$ cat src/rtl/tile_match_controller_if.sv
// tile_match_controller_if
//   Board-side bundle between the mode FSM / board I/O and the in-game sequencer.
//   master : mode FSM + board inputs (drives start, quit, SW; observes the rest)
//   slave  : tile_match_controller (consumes start, quit, SW; drives the rest)
//   start        1   single-cycle pulse: begin a new game
//   quit         1   level: abandon the game
//   SW           10  tile switches (asynchronous)
//   led          10  tile LEDs
//   hex_a/hex_b  4   colours of the first/second selected tile
//   hex_*_valid  1   the matching hex value is meaningful
//   matched      10  tiles already matched
//   move_count   8   completed pair attempts
//   game_over    1   all tiles matched
//   state        3   IDLE=0, PICK1=1, PICK2=2, REVEAL=3, DONE=4
interface tile_match_controller_if;
    logic       start;
    logic       quit;
    logic [9:0] SW;
    logic [9:0] led;
    logic [3:0] hex_a;
    logic [3:0] hex_b;
    logic       hex_a_valid;
    logic       hex_b_valid;
    logic [9:0] matched;
    logic [7:0] move_count;
    logic       game_over;
    logic [2:0] state;

    modport master (
        output start, quit, SW,
        input  led, hex_a, hex_b, hex_a_valid, hex_b_valid,
               matched, move_count, game_over, state
    );

    modport slave (
        input  start, quit, SW,
        output led, hex_a, hex_b, hex_a_valid, hex_b_valid,
               matched, move_count, game_over, state
    );
endinterface

$ cat src/rtl/tile_match_controller.sv
// tile_match_controller
//   In-game sequencer for the 10-tile matching game: turns switch flips into
//   tile picks, reveals a pair with blinking LEDs for a fixed window, then
//   compares colours, updates the matched mask, counts moves, flags game over.
//   CLOCK_50 : system clock
//   resetn   : synchronous, active-low reset
//   bus      : tile_match_controller_if.slave (start/quit/SW in, board outputs out)
module tile_match_controller #(
    parameter logic [29:0] TILE_COLORS   = 30'b101_101_001_011_100_010_100_011_010_001,
    parameter int unsigned REVEAL_CYCLES = 50_000_000,
    parameter int unsigned BLINK_DIV     = 12_500_000
) (
    input logic                    CLOCK_50,
    input logic                    resetn,
    tile_match_controller_if.slave bus
);
    localparam int unsigned TW = (REVEAL_CYCLES > 2) ? $clog2(REVEAL_CYCLES) : 1;
    localparam int unsigned BW = (BLINK_DIV > 1) ? $clog2(BLINK_DIV) : 1;

    typedef enum logic [2:0] {
        IDLE   = 3'd0,
        PICK1  = 3'd1,
        PICK2  = 3'd2,
        REVEAL = 3'd3,
        DONE   = 3'd4
    } state_t;

    state_t        r_state;
    logic [9:0]    r_s1, r_s2, r_s3;
    logic [9:0]    r_matched;
    logic [3:0]    r_first_idx, r_second_idx;
    logic [3:0]    r_hex_a, r_hex_b;
    logic          r_hex_a_valid, r_hex_b_valid;
    logic [7:0]    r_move_count;
    logic          r_game_over;
    logic [TW-1:0] r_timer;
    logic [BW-1:0] r_blink_cnt;
    logic          r_blink_phase;

    logic [9:0]    w_rise, w_valid, w_first_oh, w_second_oh, w_pair_matched, w_led;
    logic          w_pick_any;
    logic [3:0]    w_pick_idx;

    function automatic logic [3:0] colour(input logic [3:0] idx);
        logic [3:0] c;
        c = '0;
        for (int unsigned t = 0; t < 10; t++) begin
            if (idx == 4'(t)) c = {1'b0, TILE_COLORS[3*t +: 3]};
        end
        return c;
    endfunction

    always_comb begin
        w_first_oh  = '0;
        w_second_oh = '0;
        for (int unsigned i = 0; i < 10; i++) begin
            if (r_first_idx  == 4'(i)) w_first_oh[i]  = 1'b1;
            if (r_second_idx == 4'(i)) w_second_oh[i] = 1'b1;
        end
    end

    // The "differs from first pick" exclusion only matters while a first pick is held.
    assign w_rise  = r_s2 & ~r_s3;
    assign w_valid = w_rise & ~r_matched & ((r_state == PICK2) ? ~w_first_oh : '1);
    assign w_pair_matched = r_matched | w_first_oh | w_second_oh;

    // Descending scan so the lowest valid index is the one left standing.
    always_comb begin
        w_pick_idx = '0;
        for (int unsigned i = 10; i > 0; i--) begin
            if (w_valid[i-1]) w_pick_idx = 4'(i-1);
        end
    end
    assign w_pick_any = |w_valid;

    always_comb begin
        w_led = r_matched;
        if (r_state == PICK2)
            w_led = r_matched | w_first_oh;
        else if (r_state == REVEAL && r_blink_phase)
            w_led = r_matched | w_first_oh | w_second_oh;
    end

    always_ff @(posedge CLOCK_50) begin
        if (!resetn) begin
            r_state       <= IDLE;
            r_s1          <= '0;
            r_s2          <= '0;
            r_s3          <= '0;
            r_matched     <= '0;
            r_first_idx   <= '0;
            r_second_idx  <= '0;
            r_hex_a       <= '0;
            r_hex_b       <= '0;
            r_hex_a_valid <= 1'b0;
            r_hex_b_valid <= 1'b0;
            r_move_count  <= '0;
            r_game_over   <= 1'b0;
            r_timer       <= '0;
            r_blink_cnt   <= '0;
            r_blink_phase <= 1'b0;
        end else begin
            r_s1 <= bus.SW;
            r_s2 <= r_s1;
            r_s3 <= r_s2;

            if (bus.quit) begin
                // move_count deliberately survives a quit until the next start
                r_state       <= IDLE;
                r_matched     <= '0;
                r_first_idx   <= '0;
                r_second_idx  <= '0;
                r_hex_a       <= '0;
                r_hex_b       <= '0;
                r_hex_a_valid <= 1'b0;
                r_hex_b_valid <= 1'b0;
                r_game_over   <= 1'b0;
                r_timer       <= '0;
                r_blink_cnt   <= '0;
                r_blink_phase <= 1'b0;
            end else if (bus.start && (r_state == IDLE || r_state == DONE)) begin
                r_state       <= PICK1;
                r_matched     <= '0;
                r_first_idx   <= '0;
                r_second_idx  <= '0;
                r_hex_a       <= '0;
                r_hex_b       <= '0;
                r_hex_a_valid <= 1'b0;
                r_hex_b_valid <= 1'b0;
                r_move_count  <= '0;
                r_game_over   <= 1'b0;
            end else begin
                case (r_state)
                    PICK1: begin
                        if (w_pick_any) begin
                            r_first_idx   <= w_pick_idx;
                            r_hex_a       <= colour(w_pick_idx);
                            r_hex_a_valid <= 1'b1;
                            r_state       <= PICK2;
                        end
                    end
                    PICK2: begin
                        if (w_pick_any) begin
                            r_second_idx  <= w_pick_idx;
                            r_hex_b       <= colour(w_pick_idx);
                            r_hex_b_valid <= 1'b1;
                            if (r_move_count != 8'hFF) r_move_count <= r_move_count + 8'd1;
                            r_timer       <= TW'(REVEAL_CYCLES - 1);
                            r_blink_cnt   <= BW'(BLINK_DIV - 1);
                            r_blink_phase <= 1'b1;
                            r_state       <= REVEAL;
                        end
                    end
                    REVEAL: begin
                        if (r_blink_cnt == '0) begin
                            r_blink_cnt   <= BW'(BLINK_DIV - 1);
                            r_blink_phase <= ~r_blink_phase;
                        end else begin
                            r_blink_cnt <= r_blink_cnt - BW'(1);
                        end
                        if (r_timer == '0) begin
                            r_hex_a       <= '0;
                            r_hex_b       <= '0;
                            r_hex_a_valid <= 1'b0;
                            r_hex_b_valid <= 1'b0;
                            r_state       <= PICK1;
                            // hex registers still hold the zero-extended colours here
                            if (r_hex_a == r_hex_b) begin
                                r_matched <= w_pair_matched;
                                if (w_pair_matched == '1) begin
                                    r_state     <= DONE;
                                    r_game_over <= 1'b1;
                                end
                            end
                        end else begin
                            r_timer <= r_timer - TW'(1);
                        end
                    end
                    default: ;
                endcase
            end
        end
    end

    assign bus.led         = w_led;
    assign bus.hex_a       = r_hex_a;
    assign bus.hex_b       = r_hex_b;
    assign bus.hex_a_valid = r_hex_a_valid;
    assign bus.hex_b_valid = r_hex_b_valid;
    assign bus.matched     = r_matched;
    assign bus.move_count  = r_move_count;
    assign bus.game_over   = r_game_over;
    assign bus.state       = r_state;
endmodule

$ cat src/flat_wrapper.sv
// flat-port wrapper written by rule: the top's interface ports become plain ports
module tile_match_controller_flat 
#(
    parameter logic [29:0] TILE_COLORS   = 30'b101_101_001_011_100_010_100_011_010_001,
    parameter int unsigned REVEAL_CYCLES = 50_000_000,
    parameter int unsigned BLINK_DIV     = 12_500_000
)
  (CLOCK_50, resetn, bus_start, bus_quit, bus_SW, bus_led, bus_hex_a, bus_hex_b, bus_hex_a_valid, bus_hex_b_valid, bus_matched, bus_move_count, bus_game_over, bus_state);
  tile_match_controller_if bus_i ();
  input logic CLOCK_50;
  input logic resetn;
  input wire logic [$bits(bus_i.start)-1:0] bus_start;
  input wire logic [$bits(bus_i.quit)-1:0] bus_quit;
  input wire logic [$bits(bus_i.SW)-1:0] bus_SW;
  output wire logic [$bits(bus_i.led)-1:0] bus_led;
  output wire logic [$bits(bus_i.hex_a)-1:0] bus_hex_a;
  output wire logic [$bits(bus_i.hex_b)-1:0] bus_hex_b;
  output wire logic [$bits(bus_i.hex_a_valid)-1:0] bus_hex_a_valid;
  output wire logic [$bits(bus_i.hex_b_valid)-1:0] bus_hex_b_valid;
  output wire logic [$bits(bus_i.matched)-1:0] bus_matched;
  output wire logic [$bits(bus_i.move_count)-1:0] bus_move_count;
  output wire logic [$bits(bus_i.game_over)-1:0] bus_game_over;
  output wire logic [$bits(bus_i.state)-1:0] bus_state;
  assign bus_i.start = bus_start;
  assign bus_i.quit = bus_quit;
  assign bus_i.SW = bus_SW;
  assign bus_led = bus_i.led;
  assign bus_hex_a = bus_i.hex_a;
  assign bus_hex_b = bus_i.hex_b;
  assign bus_hex_a_valid = bus_i.hex_a_valid;
  assign bus_hex_b_valid = bus_i.hex_b_valid;
  assign bus_matched = bus_i.matched;
  assign bus_move_count = bus_i.move_count;
  assign bus_game_over = bus_i.game_over;
  assign bus_state = bus_i.state;
  tile_match_controller #(.TILE_COLORS(TILE_COLORS), .REVEAL_CYCLES(REVEAL_CYCLES), .BLINK_DIV(BLINK_DIV)) u_core (.CLOCK_50(CLOCK_50), .resetn(resetn), .bus(bus_i));
endmodule
$ cat config.mk
export PLATFORM = sky130hd
export DESIGN_NAME = tile_match_controller_flat
export DESIGN_NICKNAME = d
export VERILOG_FILES = /design/src/rtl/tile_match_controller_if.sv /design/src/rtl/tile_match_controller.sv /design/src/flat_wrapper.sv
export SDC_FILE = /design/constraint.sdc
export NUM_CORES = 1
export LEC_CHECK = 0
export BUFFER_PORTS_ARGS = -buffer_cell sky130_fd_sc_hd__clkbuf_2
export CORE_MARGIN = 3
export CORE_UTILIZATION = 35
export DETAILED_ROUTE_END_ITERATION = 8
export PLACE_DENSITY_LB_ADDON = 0.3
export SLEW_MARGIN = 20
export SYNTH_ARGS = -nofsm -noshare
export SYNTH_HDL_FRONTEND = slang
export SYNTH_SLANG_ARGS = --single-unit
$ cat constraint.sdc
create_clock -name CLOCK_50 -period 3.02 [get_ports CLOCK_50]
set_input_delay 0.604 -clock CLOCK_50 [delete_from_list [all_inputs] [get_ports CLOCK_50]]
set_output_delay 0.604 -clock CLOCK_50 [all_outputs]
set_load 0.03 [all_outputs]
* After elaboration in Yosys (flattened, before gate mapping)
Cells that the tools add are included.
Word-level totals: bits in registers 121, input port bits 14, output and inout bits 42, logic and storage cells 175
Cells by class: add/subtract/negate cells 3, eq/ne operators 42, multiplexer cells 70, bitwise operators 12, reductions and logical operators 31
Operator list (count):
- two-way mux 4 bit | 17
- two-way mux 26 bit | 2
- case mux 26 bit (2 select lines) | 1
- equality test 4 x 3 -> 1 bit, second input constant | 12
- two-way mux 24 bit | 2
- case mux 24 bit (2 select lines) | 1
- two-way mux 8 bit | 4
- bitwise AND 10 bit | 3
- two-way mux 10 bit | 3
- NOT 10 bit | 3
- logical NOT 26 bit | 1
- subtractor 26 x 1 -> 26 bit, second input constant | 1
- two-way mux 1 bit | 25
- equality test 4 x 2 -> 1 bit, second input constant | 6
- equality test 4 bit, second input constant | 6
- logical NOT 24 bit | 1
- AND reduction 4 bit | 6
- subtractor 24 x 1 -> 24 bit, second input constant | 1
- two-way mux 3 bit | 7
- OR 10 bit | 2
- case mux 4 bit (2 select lines) | 2
- equality test 4 x 1 -> 1 bit, second input constant | 3
- logical NOT 4 bit | 3
- AND reduction 3 bit | 4
- other kinds (26) | 42

* Longest topological paths before layout
Gate-level depths: netlist of the first run.
depth after elaboration 28, gate-level depth with buffers 11, depth with buffers taken out 9

* Worst setup path before layout of the first run
Ideal clock, no wire load.
path kind reg-to-reg, start point register u_core.r_state[2], in the netlist u_core.bus.state[2], end point register u_core.r_timer[18], library setup time 0.121 ns, arrival 2.472 ns, data required time 2.899 ns, setup slack 0.427 ns, stages on the path, launching flop included 12, clock period less this slack 2.593 ns, cells stage by stage dfxtp_1 -> buf_6 -> or3b_1 -> buf_2 -> a2111o_1 -> a222oi_1 -> buf_4 -> a31oi_4 -> buf_6 -> nand4_1 -> xor2_1 -> nor2_1
Between the ends: longest elaborated chain between the ends 6, elaborated cells between the ends (all ways) 15
RTL lines:
- start, declared | RTL line tile_match_controller.sv:28 | state_t r_state;
- start signal, assigned | RTL line tile_match_controller.sv:86 | r_state <= IDLE;
- start signal, assigned | RTL line tile_match_controller.sv:109 | r_state <= IDLE;
- start signal, assigned | RTL line tile_match_controller.sv:122 | r_state <= PICK1;
- equality test 3 x 2 -> 1 bit | RTL line tile_match_controller.sv:64, tile_match_controller.sv:133
- two-way mux 10 bit | RTL line tile_match_controller.sv:64 | assign w_valid = w_rise & ~r_matched & ((r_state == PICK2) ? ~w_first_oh : '1);
- bitwise AND 10 bit | RTL line tile_match_controller.sv:64
- OR reduction 10 bit | RTL line tile_match_controller.sv:74 | assign w_pick_any = |w_valid;
- != test 2 x 1 -> 1 bit (no source line)
- AND reduction 4 bit (no source line)
- end signal, assigned | RTL line tile_match_controller.sv:148 | r_timer <= TW'(REVEAL_CYCLES - 1);
- end signal, assigned | RTL line tile_match_controller.sv:176 | r_timer <= r_timer - TW'(1);
- end, declared | RTL line tile_match_controller.sv:36 | logic [TW-1:0] r_timer;
Several ways; a longest one is shown, not always the timed one. A chain may end at the register's enable or synchronous reset.

* Final worst setup path of the first run
start point register u_core.r_state[1], in the netlist u_core.bus.state[1], end point output bus_led[3]
Between the ends: longest elaborated chain between the ends 4, elaborated cells between the ends (all ways) 5
RTL lines:
- equality test 3 x 2 -> 1 bit | RTL line tile_match_controller.sv:80 | else if (r_state == REVEAL && r_blink_phase)
- logical AND 1 bit | RTL line tile_match_controller.sv:80
- two-way mux 10 bit | RTL line tile_match_controller.sv:80
- two-way mux 10 bit * | RTL line tile_match_controller.sv:78 | if (r_state == PICK2)
- end, declared | RTL line flat_wrapper.sv:15 | output wire logic [$bits(bus_i.led)-1:0] bus_led;
Mark *: on every way between the ends. The rest lies on a longest branch, timed or not.

==> results of run 1 <==
what timing repair did:
action | in CTS | in global routing
endpoints found under the setup margin | 0 | 31
setup buffers | 0 | 0
gates resized for setup | 0 | 3
path summary, 6_finish.rpt:
path | endpoint | cells after the start
worst min-delay path | u_core.r_s1[6] | 2
worst max-delay path | bus_led[3] | 7
worst max register to register | u_core.r_timer[12] | 8
worst min register to register | u_core.r_s2[7] | 1
through the flow:
stage,power (mW),cells
finish,3.96,1013
CTS,3.99,1013
detailed placement,1.89,981
floorplan,1.82,711
global placement,1.89,981
global route,4.10,1013
routing by layer:
| metal | routed length [microns] | up-vias | global-route usage, % | share of wire, % |
|---|---|---|---|---|
| met2 | 6750 | 150 | 25.2 | 43 |
| met5 | 0 | - | 0 | 0 |
| met4 | 257 | 0 | 5.76 | 1.6 |
| met3 | 850 | 22 | 4.23 | 5.4 |
| met1 | 7970 | 2618 | 24.7 | 50 |
| li1 | - | 2743 | - | - |
cells in the final DEF (no fill, tap or decap), types with 6 or more instances in the layout:
| cell | netlist | layout |
|---|---|---|
| dfxtp_1 | 119 | 119 |
| nor2_1 | 79 | 79 |
| clkbuf_2 | 0 | 53 |
| a21oi_1 | 51 | 51 |
| nand2_1 | 42 | 42 |
| and2_1 | 38 | 38 |
| o21ai_0 | 38 | 38 |
| buf_4 | 5 | 37 |
| nor3_1 | 22 | 22 |
| xor2_1 | 21 | 21 |
| clkbuf_16 | 0 | 17 |
| nand3_1 | 16 | 16 |
| inv_1 | 15 | 15 |
| or3_1 | 15 | 15 |
| xnor2_1 | 13 | 13 |
| nor3b_1 | 10 | 10 |
| a31oi_1 | 10 | 10 |
| nand4_1 | 10 | 10 |
| a211oi_1 | 9 | 9 |
| nand2b_1 | 8 | 8 |
| nor2b_1 | 8 | 8 |
| nor4b_1 | 9 | 8 |
| nor4_1 | 8 | 8 |
| a311oi_1 | 7 | 7 |
| o21bai_1 | 6 | 6 |
| or2_2 | 6 | 6 |
| or4_1 | 6 | 6 |
| o22ai_1 | 6 | 6 |
kinds of logic (layout without fill, tap and decap cells):
group / count (synthesis) / in the layout
simple gates: 309 / 309
mux: 3 / 3
xor+xnor: 34 / 34
compound gates: 185 / 185
other cells: 1 / 2
flops: 119 / 119
fa+ha+maj: 4 / 4
buf+inv: 55 / 137
sequential cells by signal (all words and copies together) (netlist names):
name                    count
u_core.r_second_idx         4
u_core.r_blink_cnt         24
u_core.bus.state            3
u_core.bus.hex_b            3
u_core.r_s2                10
u_core.bus.hex_b_valid      1
u_core.bus.hex_a            3
u_core.bus.move_count       8
u_core.r_s1                10
u_core.r_s3                10
u_core.bus.game_over        1
u_core.r_first_idx          4
u_core.bus.hex_a_valid      1
u_core.r_timer             26
u_core.bus.matched         10
u_core.r_blink_phase        1
final cells by class:
class / instances / area share (%)
Multi-Input combinational cell: 537 / 46.7
Sequential cell: 119 / 32.8
Timing Repair Buffer: 90 / 7.47
Clock buffer: 19 / 6.10
Tap cell: 220 / 3.79
Clock inverter: 13 / 2.38
Inverter: 15 / 0.775
worst register-to-register path, stage by stage, from the launching register on:
cell      delay [ns]
dfxtp_1         0.35
or4b_4          0.59
a2111o_1        0.35
a222oi_1        0.27
buf_4           0.26
a31oi_4         0.34
nand4_1         0.27
xor2_1          0.18
a21oi_1         0.08
power by group through the flow:
stage / Combinational, mW / Clock (mW) / Sequential, mW
final: 0.255 / 2.10 / 1.61
after global routing: 0.283 / 2.21 / 1.61
after CTS: 0.253 / 2.13 / 1.61
after detailed placement: 0.252 / 0 / 1.64
after global placement: 0.252 / 0 / 1.64
after floorplan: 0.184 / 0 / 1.64
==> results.md, run 1 <==
* CP Launch Point: u_core.bus.state[1]
* Fin Clk Skew at 0.00767 ns
* Clk pin slew, worst setup/hold paths at 0.06 ns
* Combinational power share at 6.4%
* Synth Warn # at 0
* Area contributors post-synth: dfxtp_1, nor2_1, a21oi_1
* Worst path bufs/invs at 3
* # hold bufs at CTS at 0
* Maximum VDD drop at 0.000348 V
* Lkg Pwr at 2.71 nW
* Worst setup margin at 0.148 ns
* Peak fanout along the critical path at 8
* DR vias/cell at 5.46
* Grt ovf at 0
* Main combinational cell family by area after synthesis: simple AND/OR/NAND/NOR gates
* Seq/Total Area, Yosys at 39.6%
* Drt drc at 0
* Final Hold Fails at 0
* Gate Count Post-Synth at 710
* GRT Total Usage at 17.2%
* CP arrival at 2.27 ns
* First-pass GRT wire length at 25.7 mm
* Core area at 0.0167 sq mm
* Crit start category: flip-flop
* Final Util at 43.5%
* Top cell type by total area after synthesis: dfxtp_1
* RSZ-0062 raised after global routing: false
* Nets@finish at 798
* Die area at 0.0188 sq mm
* 1st-iter DRT viols at 369
* Row cnt at 47
* Leading cell type by number of instances after synthesis: dfxtp_1
* Largest delay share family, worst path: buffers and inverters
* Initial antenna violation count at 0
* Setup TNS at 0 ns
* Worst Hold Class: input port to flip-flop
* Via count at 5,533
* Post-Synth Simple-Gate Area at 29.2%
* Filler Cell Count at 1,655
* TritonCTS clock tree: built
* Port bufs at 53
* Async S/R FF share, synth at 0%
* IO Pins at 56
* Synth cell types at 77
* Internal reg-to-reg setup slack at 0.20 ns
* Share of synthesized cell area in full adder, half adder and majority cells at 0.832%
* Antenna Nets Post-Route at 0
* TritonCTS Buffers at 17
* #FFs+latches synth at 119
* Max_cap viols at 0
* Skew-Pair Late Insertion Delay at 0.42 ns
* Largest net degree at the start of global routing at 36
* Top post-synthesis cells by count: dfxtp_1, nor2_1, a21oi_1, nand2_1
* Die Y at 137 microns
* Area grow syn2layout at 20.7%
* Critical path cell sequence: buf_4, nor3b_1, buf_4, nor2_1, a31oi_1, o21bai_1, clkbuf_2
* N_diodes at 0
* Sequential share of power at 40.5%
* Clk buf depth at 2
* Initial Util at 36.0%
* Areal power density over the cells at 546 mW/mm^2
* CP endpoint kind: output pin
* DRT Pass-1 Iters at 4
* Xor-xnor portion of the synthesized cell area at 4.95%
* Status: finished clean
* Critical Path RT at 2.42 ns
* Fmax at 348 MHz
* Mux cell area share after synthesis at 0.499%
* Least-Margin Pin Slew at 0.830 ns
* Share of Yosys cell area claimed by the top area cell type at 39.6%
* Clock share of power at 53.0%
* Vias in the first global route at 4,995
* Cell internal pwr at 3.01 mW
* Worst path slowest cell: dfxtp_1
* H-tree depth at 4
* Clk root buf: clkbuf_16
* Sequential cell area at 0.00238 sq mm
* Post-synth EDFFs at 0
* Min-delay src: bus_SW[6]
* Placed Area at 0.00664 sq mm
* Rel. slew slack at 44.6%
* Worst R2R Start: u_core.r_first_idx[3]
* Multi-input gate area at 0.00339 sq mm
* Switching Share at 23.9%
* Sw power at 0.949 mW
* Critical path class: flip-flop to output pin
* Final wirelength at 15.8 mm
* RePlAce Congestion at 0.928
* Share of layout cells above drive strength 1 at 18.8%
* Final Max Slew Viols at 0
* Post-Synthesis Cell Area at 0.00602 sq mm
* Die Span X at 137 microns
* Fin crit share at 95.1%
* Tmin final at 2.87 ns
* Worst stage delay on the critical path at 0.41 ns
* Final Setup Violations at 0
* Dpl ws at 0.148 ns
* Most frequent CP cell: buf_4
* CTS Sinks at 119
* DPL Wire Length at 11.2 mm
* Main flop type after synthesis: dfxtp_1
* WHS at 0.390 ns
* Fin area at 0.00727 sq mm
* Synth Area in Compound Gates at 20.7%
* Avg WL per Cell at 15.6 microns
* Avg Inst Size Synth at 8.48 sq um
No activity file was read; power rests on OpenSTA's default activity.
==> inputs of run 2 (changes only) <==
--- a/config.mk
+++ b/config.mk
@@ -10,6 +10,7 @@
 export CORE_UTILIZATION = 35
 export DETAILED_ROUTE_END_ITERATION = 8
 export PLACE_DENSITY_LB_ADDON = 0.3
+export RECOVER_POWER = 25
 export SLEW_MARGIN = 20
 export SYNTH_ARGS = -nofsm -noshare
 export SYNTH_HDL_FRONTEND = slang
==> run 2 against run 1 <==
  * Wire length up 0.21%
  * Sequential cell count unchanged
  * Hold slack got worse by 0.0018 ns
  * Combinational power about the same
  * Global-route usage did not move
  * Cell area decreased by 0.17%
  * Count of clock-buffer cells in the layout did not move
  * Fmax is 0.39% lower
  * Critical path type unchanged
  * Largest power group unchanged
==> results.md, run 2 (synthesis gave the netlist of run 1 again) <==
* Status: finished clean
* Least-Margin Pin Slew at 1.10 ns (+0.271 ns)
* Fmax at 347 MHz (-0.39%)
* N_diodes at 0 (unchanged)
* Worst path bufs/invs at 2 (-1)
* Internal reg-to-reg setup slack at 0.21 ns (about the same)
* Total Power at 3.97 mW (+0.10%)
* Maximum VDD drop at 0.000351 V (+0.88%)
* Critical path cell sequence: buf_4, nor4bb_1, a21oi_1, o21bai_1, clkbuf_2
* DPL Wire Length at 11.2 mm (unchanged)
* TritonCTS Buffers at 17 (unchanged)
* Clk pin slew, worst setup/hold paths at 0.06 ns (about the same)
* Setup TNS at 0 ns (unchanged)
* Avg WL per Cell at 15.7 microns (+0.21%)
* Filler Cell Count at 1,657 (+0.12%)
* Clk root buf: clkbuf_16
* Rel. slew slack at 26.6% (-18 points)
* Commonest non-fill, non-tap cell in the layout: dfxtp_1
* Final Hold Fails at 0 (unchanged)
* Worst R2R Start: u_core.r_first_idx[3]
* Final Max Slew Viols at 0 (unchanged)
* CP endpoint kind: output pin
* GRT Total Usage at 17.2% (unchanged)
* Initial antenna violation count at 0 (unchanged)
* Top Registers: u_core.r_timer (26), u_core.r_blink_cnt (24)
* Worst path slowest cell: nor4bb_1
* Highest-count cells in the layout ignoring fill and taps: dfxtp_1, nor2_1, a21oi_1
* Lkg Pwr at 2.66 nW (-1.6%)
* Most flop-heavy register: u_core.r_timer
* R2r worst-path depth at 8 (unchanged)
* Worst Hold Class: input port to flip-flop
* Crit start category: flip-flop
* Max reg flops at 26 (unchanged)
* Nets@finish at 798 (unchanged)
* CP Launch Point: u_core.r_first_idx[2]
* Max_cap viols at 0 (unchanged)
* Vias in the first global route at 4,995 (unchanged)
* Area grow syn2layout at 20.5%
* Share of layout cells above drive strength 1 at 17.5% (-1.3 points)
* Peak fanout along the critical path at 11 (+3)
* Drt drc at 0 (unchanged)
* Setup bufs post-CTS at 0 (unchanged)
* RePlAce Congestion at 0.928 (unchanged)
* Initial Util at 36.0% (unchanged)
* Core area at 0.0167 sq mm (unchanged)
* Clk buf depth at 2 (unchanged)
* Antenna Nets Post-Route at 0 (unchanged)
* Fin Clk Skew at 0.00743 ns (-0.000245 ns)
* Via count at 5,518 (-0.27%)
* WHS at 0.389 ns (-0.00184 ns)
* First-pass GRT wire length at 25.7 mm (unchanged)
* CTS Sinks at 119 (unchanged)
* CP arrival at 2.28 ns (about the same)
* 1st-iter DRT viols at 365 (-1.1%)
* Areal power density over the cells at 547 mW/mm^2 (+0.27%)
* DRT Pass-1 Iters at 5 (+1)
* Skew-Pair Late Insertion Delay at 0.42 ns (about the same)
* Die Span X at 137 microns (unchanged)
* Critical path class: flip-flop to output pin
* Grt ovf at 0 (unchanged)
* RSZ-0062 raised after global routing: false
* Die Y at 137 microns (unchanged)
* TritonCTS clock tree: built
* Worst stage delay on the critical path at 0.60 ns (+0.19 ns)
* Fin crit share at 95.5% (+0.37 points)
* Critical Path RT at 2.42 ns (about the same)
* End of the critical path: bus_led[5]
* # hold bufs at CTS at 0 (unchanged)
* Largest net degree at the start of global routing at 36 (unchanged)
* IO Pins at 56 (unchanged)
* Tmin final at 2.88 ns (+0.0111 ns)
* Worst reg2reg endpoint: u_core.r_timer[12]
* Die area at 0.0188 sq mm (unchanged)
* Row cnt at 47 (unchanged)
* DR vias/cell at 5.45 (-0.27%)
* Final wirelength at 15.9 mm (+0.21%)
* Logic depth of the worst path, buffers included at 5 (-2)
* H-tree depth at 4 (unchanged)
* Port bufs at 53 (unchanged)
* Largest delay share family, worst path: simple AND/OR/NAND/NOR gates
* Hold Path Depth at 2 (unchanged)
* Final Setup Violations at 0 (unchanged)
[run 2: through the flow]
stage	instance area, sq um	cells	utilization, %	setup slack, ns
floorplan	6020	711	-	0.427
global placement	6640	981	39.8	0.150
detailed placement	6640	981	39.8	0.148
CTS	7260	1013	43.5	0.127
global route	7250	1013	43.4	0.00492
finish	7250	1013	43.4	0.137
[run 2: worst min path at each step]
stage | slack, ns | to | from
CTS | 0.37 | u_core.r_s1[2] | bus_SW[2]
global placement | 0.41 | u_core.r_s2[7] | u_core.r_s1[7]
global route | 0.38 | u_core.r_s1[3] | bus_SW[3]
floorplan | 0.41 | u_core.r_s2[0] | u_core.r_s1[0]
detailed placement | 0.42 | u_core.r_s2[4] | u_core.r_s1[4]
finish | 0.39 | u_core.r_s1[2] | bus_SW[2]
[run 2: area by class of cell]
| type | instances | area [sq um] | area share, % |
|---|---|---|---|
| flip-flops and latches | 119 | 2380 | 32.8 |
| clock inverters | 13 | 173 | 2.38 |
| multi-input cells | 537 | 3390 | 46.8 |
| clock buffers | 19 | 443 | 6.11 |
| repair buffers | 90 | 531 | 7.31 |
| well taps | 220 | 275 | 3.80 |
| inverters | 15 | 56.3 | 0.776 |
[run 2: repair_timing]
item | in CTS | in global routing
setup endpoints to repair | 0 | 31
gates resized for setup | 0 | 3
hold endpoints to repair | 0 | 0
[run 2: routing by layer]
layer	GRT usage (%)	part of all wire [%]
met1	24.7	51
met2	25.2	42
met3	4.23	5.2
met4	5.76	1.4
met5	0	0
[run 2: power breakdown]
group	switching (mW)	internal [mW]	total [mW]
Combinational	0.162	0.0925	0.255
Clock	0.779	1.33	2.11
Sequential	0.0131	1.59	1.61
==> inputs of run 3 (changes only) <==
--- a/config.mk
+++ b/config.mk
@@ -5,6 +5,7 @@
 export SDC_FILE = /design/constraint.sdc
 export NUM_CORES = 1
 export LEC_CHECK = 0
+export ABC_AREA = 1
 export BUFFER_PORTS_ARGS = -buffer_cell sky130_fd_sc_hd__clkbuf_2
 export CORE_MARGIN = 3
 export CORE_UTILIZATION = 35
==> run 3 against run 2 <==
  * Sequential cell count did not move
  * Highest routed layer unchanged
  * Die area rose by 2.4%
  * Count of clock-buffer cells in the layout fell by 2
  * Wire length fell by 1.7%
  * Area after synthesis rose by 2.5%
  * First-iteration DRC count fell by 24%
  * Critical endpoint is now bus_led[4]
  * Worst setup slack improved by 0.043 ns
  * Global-route usage fell by 0.67 points
  * Synthesized cell count rose by 31%
  * Final cell count rose by 21%
  * Combinational power rose by 33%
==> results.md, run 3 <==
* Status: finished clean
* Worst Hold Class: input port to flip-flop
* Commonest non-fill, non-tap cell in the layout: nand2_1
* Crit start category: flip-flop
* Fin crit share at 94.0% (-1.4 points)
* Lkg Pwr at 3.47 nW (+30%)
* Final Max Slew Viols at 0 (unchanged)
* H-tree depth at 4 (unchanged)
* Clk root buf: clkbuf_16
* N_diodes at 0 (unchanged)
* Share of layout cells above drive strength 1 at 11.4% (-6.2 points)
* TritonCTS Buffers at 17 (unchanged)
* Most frequent CP cell: inv_1
* TritonCTS clock tree: built
* Critical Path RT at 2.42 ns (about the same)
* Worst setup margin at 0.180 ns (+0.0434 ns)
* Final Util at 43.0% (-0.48 points)
* Top Registers: u_core.r_timer (26), u_core.r_blink_cnt (24)
* #FFs+latches synth at 119 (unchanged)
* Areal power density over the cells at 548 mW/mm^2 (about the same)
* Setup TNS at 0 ns (unchanged)
* Share of Yosys cell area claimed by the top area cell type at 38.6% (-0.96 points)
* Area grow syn2layout at 18.0%
* Worst stage delay on the critical path at 0.38 ns (-0.22 ns)
* Nets@finish at 1,009 (+26%)
* Largest net degree at the start of global routing at 39 (+8.3%)
* Tmin final at 2.84 ns (-0.0434 ns)
* WHS at 0.350 ns (-0.0390 ns)
* Highest-count cells in the layout ignoring fill and taps: nand2_1, inv_1, nor2_1
* CP arrival at 2.24 ns (-0.04 ns)
* Top cell type by total area after synthesis: dfxtp_1
* Port bufs at 53 (unchanged)
* GRT Total Usage at 16.5% (-0.67 points)
* Die Span X at 139 microns (+1.2%)
* Rel. slew slack at 17.6% (-9.0 points)
* Leading cell type by number of instances after synthesis: nand2_1
* CTS Sinks at 119 (unchanged)
* DRT Pass-1 Iters at 4 (-1)
* Die Y at 139 microns (+1.2%)
* Critical path cell sequence: inv_1, nor2_1, inv_1, nor2_4, clkinv_1, nor2_1, buf_4, inv_1, a32oi_1, buf_2
* Avg WL per Cell at 12.7 microns (-19%)
* Filler Cell Count at 1,798 (+8.5%)
* Vias in the first global route at 5,460 (+9.3%)
* CP endpoint kind: output pin
* 1st-iter DRT viols at 277 (-24%)
* Die area at 0.0192 sq mm (+2.4%)
* Fmax at 352 MHz (+1.5%)
* Clk buf depth at 2 (unchanged)
* Final Setup Violations at 0 (unchanged)
* Top post-synthesis cells by count: nand2_1, inv_1, nor2_1, dfxtp_1, a21oi_1
* Synth cell types at 40 (-48%)
* Initial antenna violation count at 0 (unchanged)
* Post-synth EDFFs at 0 (unchanged)
* Synth Warn # at 0 (unchanged)
* Grt ovf at 0 (unchanged)
* Dpl ws at 0.256 ns (+0.108 ns)
* Post-Synthesis Cell Area at 0.00617 sq mm (+2.5%)
* Drt drc at 0 (unchanged)
* Max_cap viols at 0 (unchanged)
* Max reg flops at 26 (unchanged)
* DR vias/cell at 4.76 (-13%)
* Worst path slowest cell: dfxtp_1
* Final Hold Fails at 0 (unchanged)
* Skew-Pair Late Insertion Delay at 0.43 ns (about the same)
* Most flop-heavy register: u_core.r_timer
* Fin Clk Skew at 0.00936 ns (+0.00193 ns)
* Gate Count Post-Synth at 928 (+31%)
* Via count at 5,826 (+5.6%)
* Area contributors post-synth: dfxtp_1, nand2_1, inv_1
* # hold bufs at CTS at 0 (unchanged)
* Async S/R FF share, synth at 0% (unchanged)
* Final wirelength at 15.6 mm (-1.7%)
* Antenna Nets Post-Route at 0 (unchanged)
* Least-Margin Pin Slew at 1.24 ns (+0.135 ns)
* RSZ-0062 raised after global routing: true
* RePlAce Congestion at 0.920 (-0.89%)
* DPL Wire Length at 11.5 mm (+2.2%)
* Maximum VDD drop at 0.000406 V (+15%)
* Seq/Total Area, Yosys at 38.6% (-0.96 points)
* Main flop type after synthesis: dfxtp_1
* Avg Inst Size Synth at 6.65 sq um (-22%)
* Row cnt at 47 (unchanged)
* First-pass GRT wire length at 26.4 mm (+2.9%)
* IO Pins at 56 (unchanged)
* Peak fanout along the critical path at 7 (-4)
* Clk pin slew, worst setup/hold paths at 0.07 ns (about the same)
* Core area at 0.0169 sq mm (+1.4%)
* Initial Util at 36.4% (+0.38 points)
* Critical path class: flip-flop to output pin
## run 3: cell count changes in the layout (fill, tap and decap cells not counted), sizes merged, moves of 9 or more
cell,change
nor2,+62
a21oi,+16
inv,+129
nand2,+171
nand3,+24
or3,-15
buf,-18
and2,-39
nor4b,-9
o21ai,+16
## run 3: cells by family (layout without fill, tap and decap cells)
group / count (synthesis) / after routing / synth area share, %
other: 1 / 2 / 0.0608
adder cells (fa/ha/maj): 4 / 4 / 0.812
buffers and inverters: 164 / 239 / 10.8
AND/OR/NAND/NOR: 451 / 451 / 31.3
AO/OA/AOI/OAI: 159 / 159 / 14.2
XOR/XNOR: 30 / 30 / 4.26
flip-flops: 119 / 119 / 38.6
## run 3: per-stage QoR
stage	area, sq um	total power [mW]	std cells
final	7270	3.98	1224
after global placement	6670	1.99	1190
after detailed placement	6670	1.99	1190
after floorplan	6170	1.91	929
after global routing	7270	4.15	1224
after CTS	7270	4.03	1222
## run 3: power breakdown
| group | internal, mW | switching (mW) |
|---|---|---|
| Sequential | 1.60 | 0.0176 |
| Clock | 1.12 | 0.910 |
| Combinational | 0.113 | 0.227 |
## run 3: routing by layer
metal	wire length (microns)	vias up	share of wire, %	global-route usage (%)
met5	0	-	0	0
met4	240	0	1.5	5.92
met3	632	22	4.1	4.38
met2	7190	98	46	26.3
met1	7530	2614	48	21.7
li1	-	3092	-	-
## run 3: path summary, 6_finish.rpt
kind                                               end  slack, ns                 from  cells after the start
worst max-delay path                        bus_led[4]       0.18  u_core.bus.state[0]                     10
worst max register to register  u_core.r_blink_cnt[16]       0.36  u_core.bus.state[1]                     11
worst min-delay path                    u_core.r_s1[2]       0.35            bus_SW[2]                      3
worst min register to register          u_core.r_s2[7]       0.41       u_core.r_s1[7]                      2
## run 3: cell type report
cell class / instances / area, sq um / share of cell area [%]
Inverter: 139 / 524 / 7.21
Multi-Input combinational cell: 646 / 3130 / 43.0
Timing Repair Buffer: 68 / 363 / 4.99
Clock buffer: 17 / 425 / 5.85
Tap cell: 220 / 275 / 3.78
Clock inverter: 15 / 179 / 2.46
Sequential cell: 119 / 2380 / 32.7
## run 3: timing repair
item                                    in CTS  in global routing
endpoints found under the hold margin        0                  0
setup buffers                                0                  2
endpoints found under the setup margin       0                 30
resized for setup                            0                  6
## run 3: worst max-delay path, delay by kind of cell, from the launching register on
kind	cells	cell delay (ns)
and+or+nand+nor	3	0.34
AOI/OAI and AO/OA	1	0.24
buffers and inverters	6	0.84
DFF	1	0.38
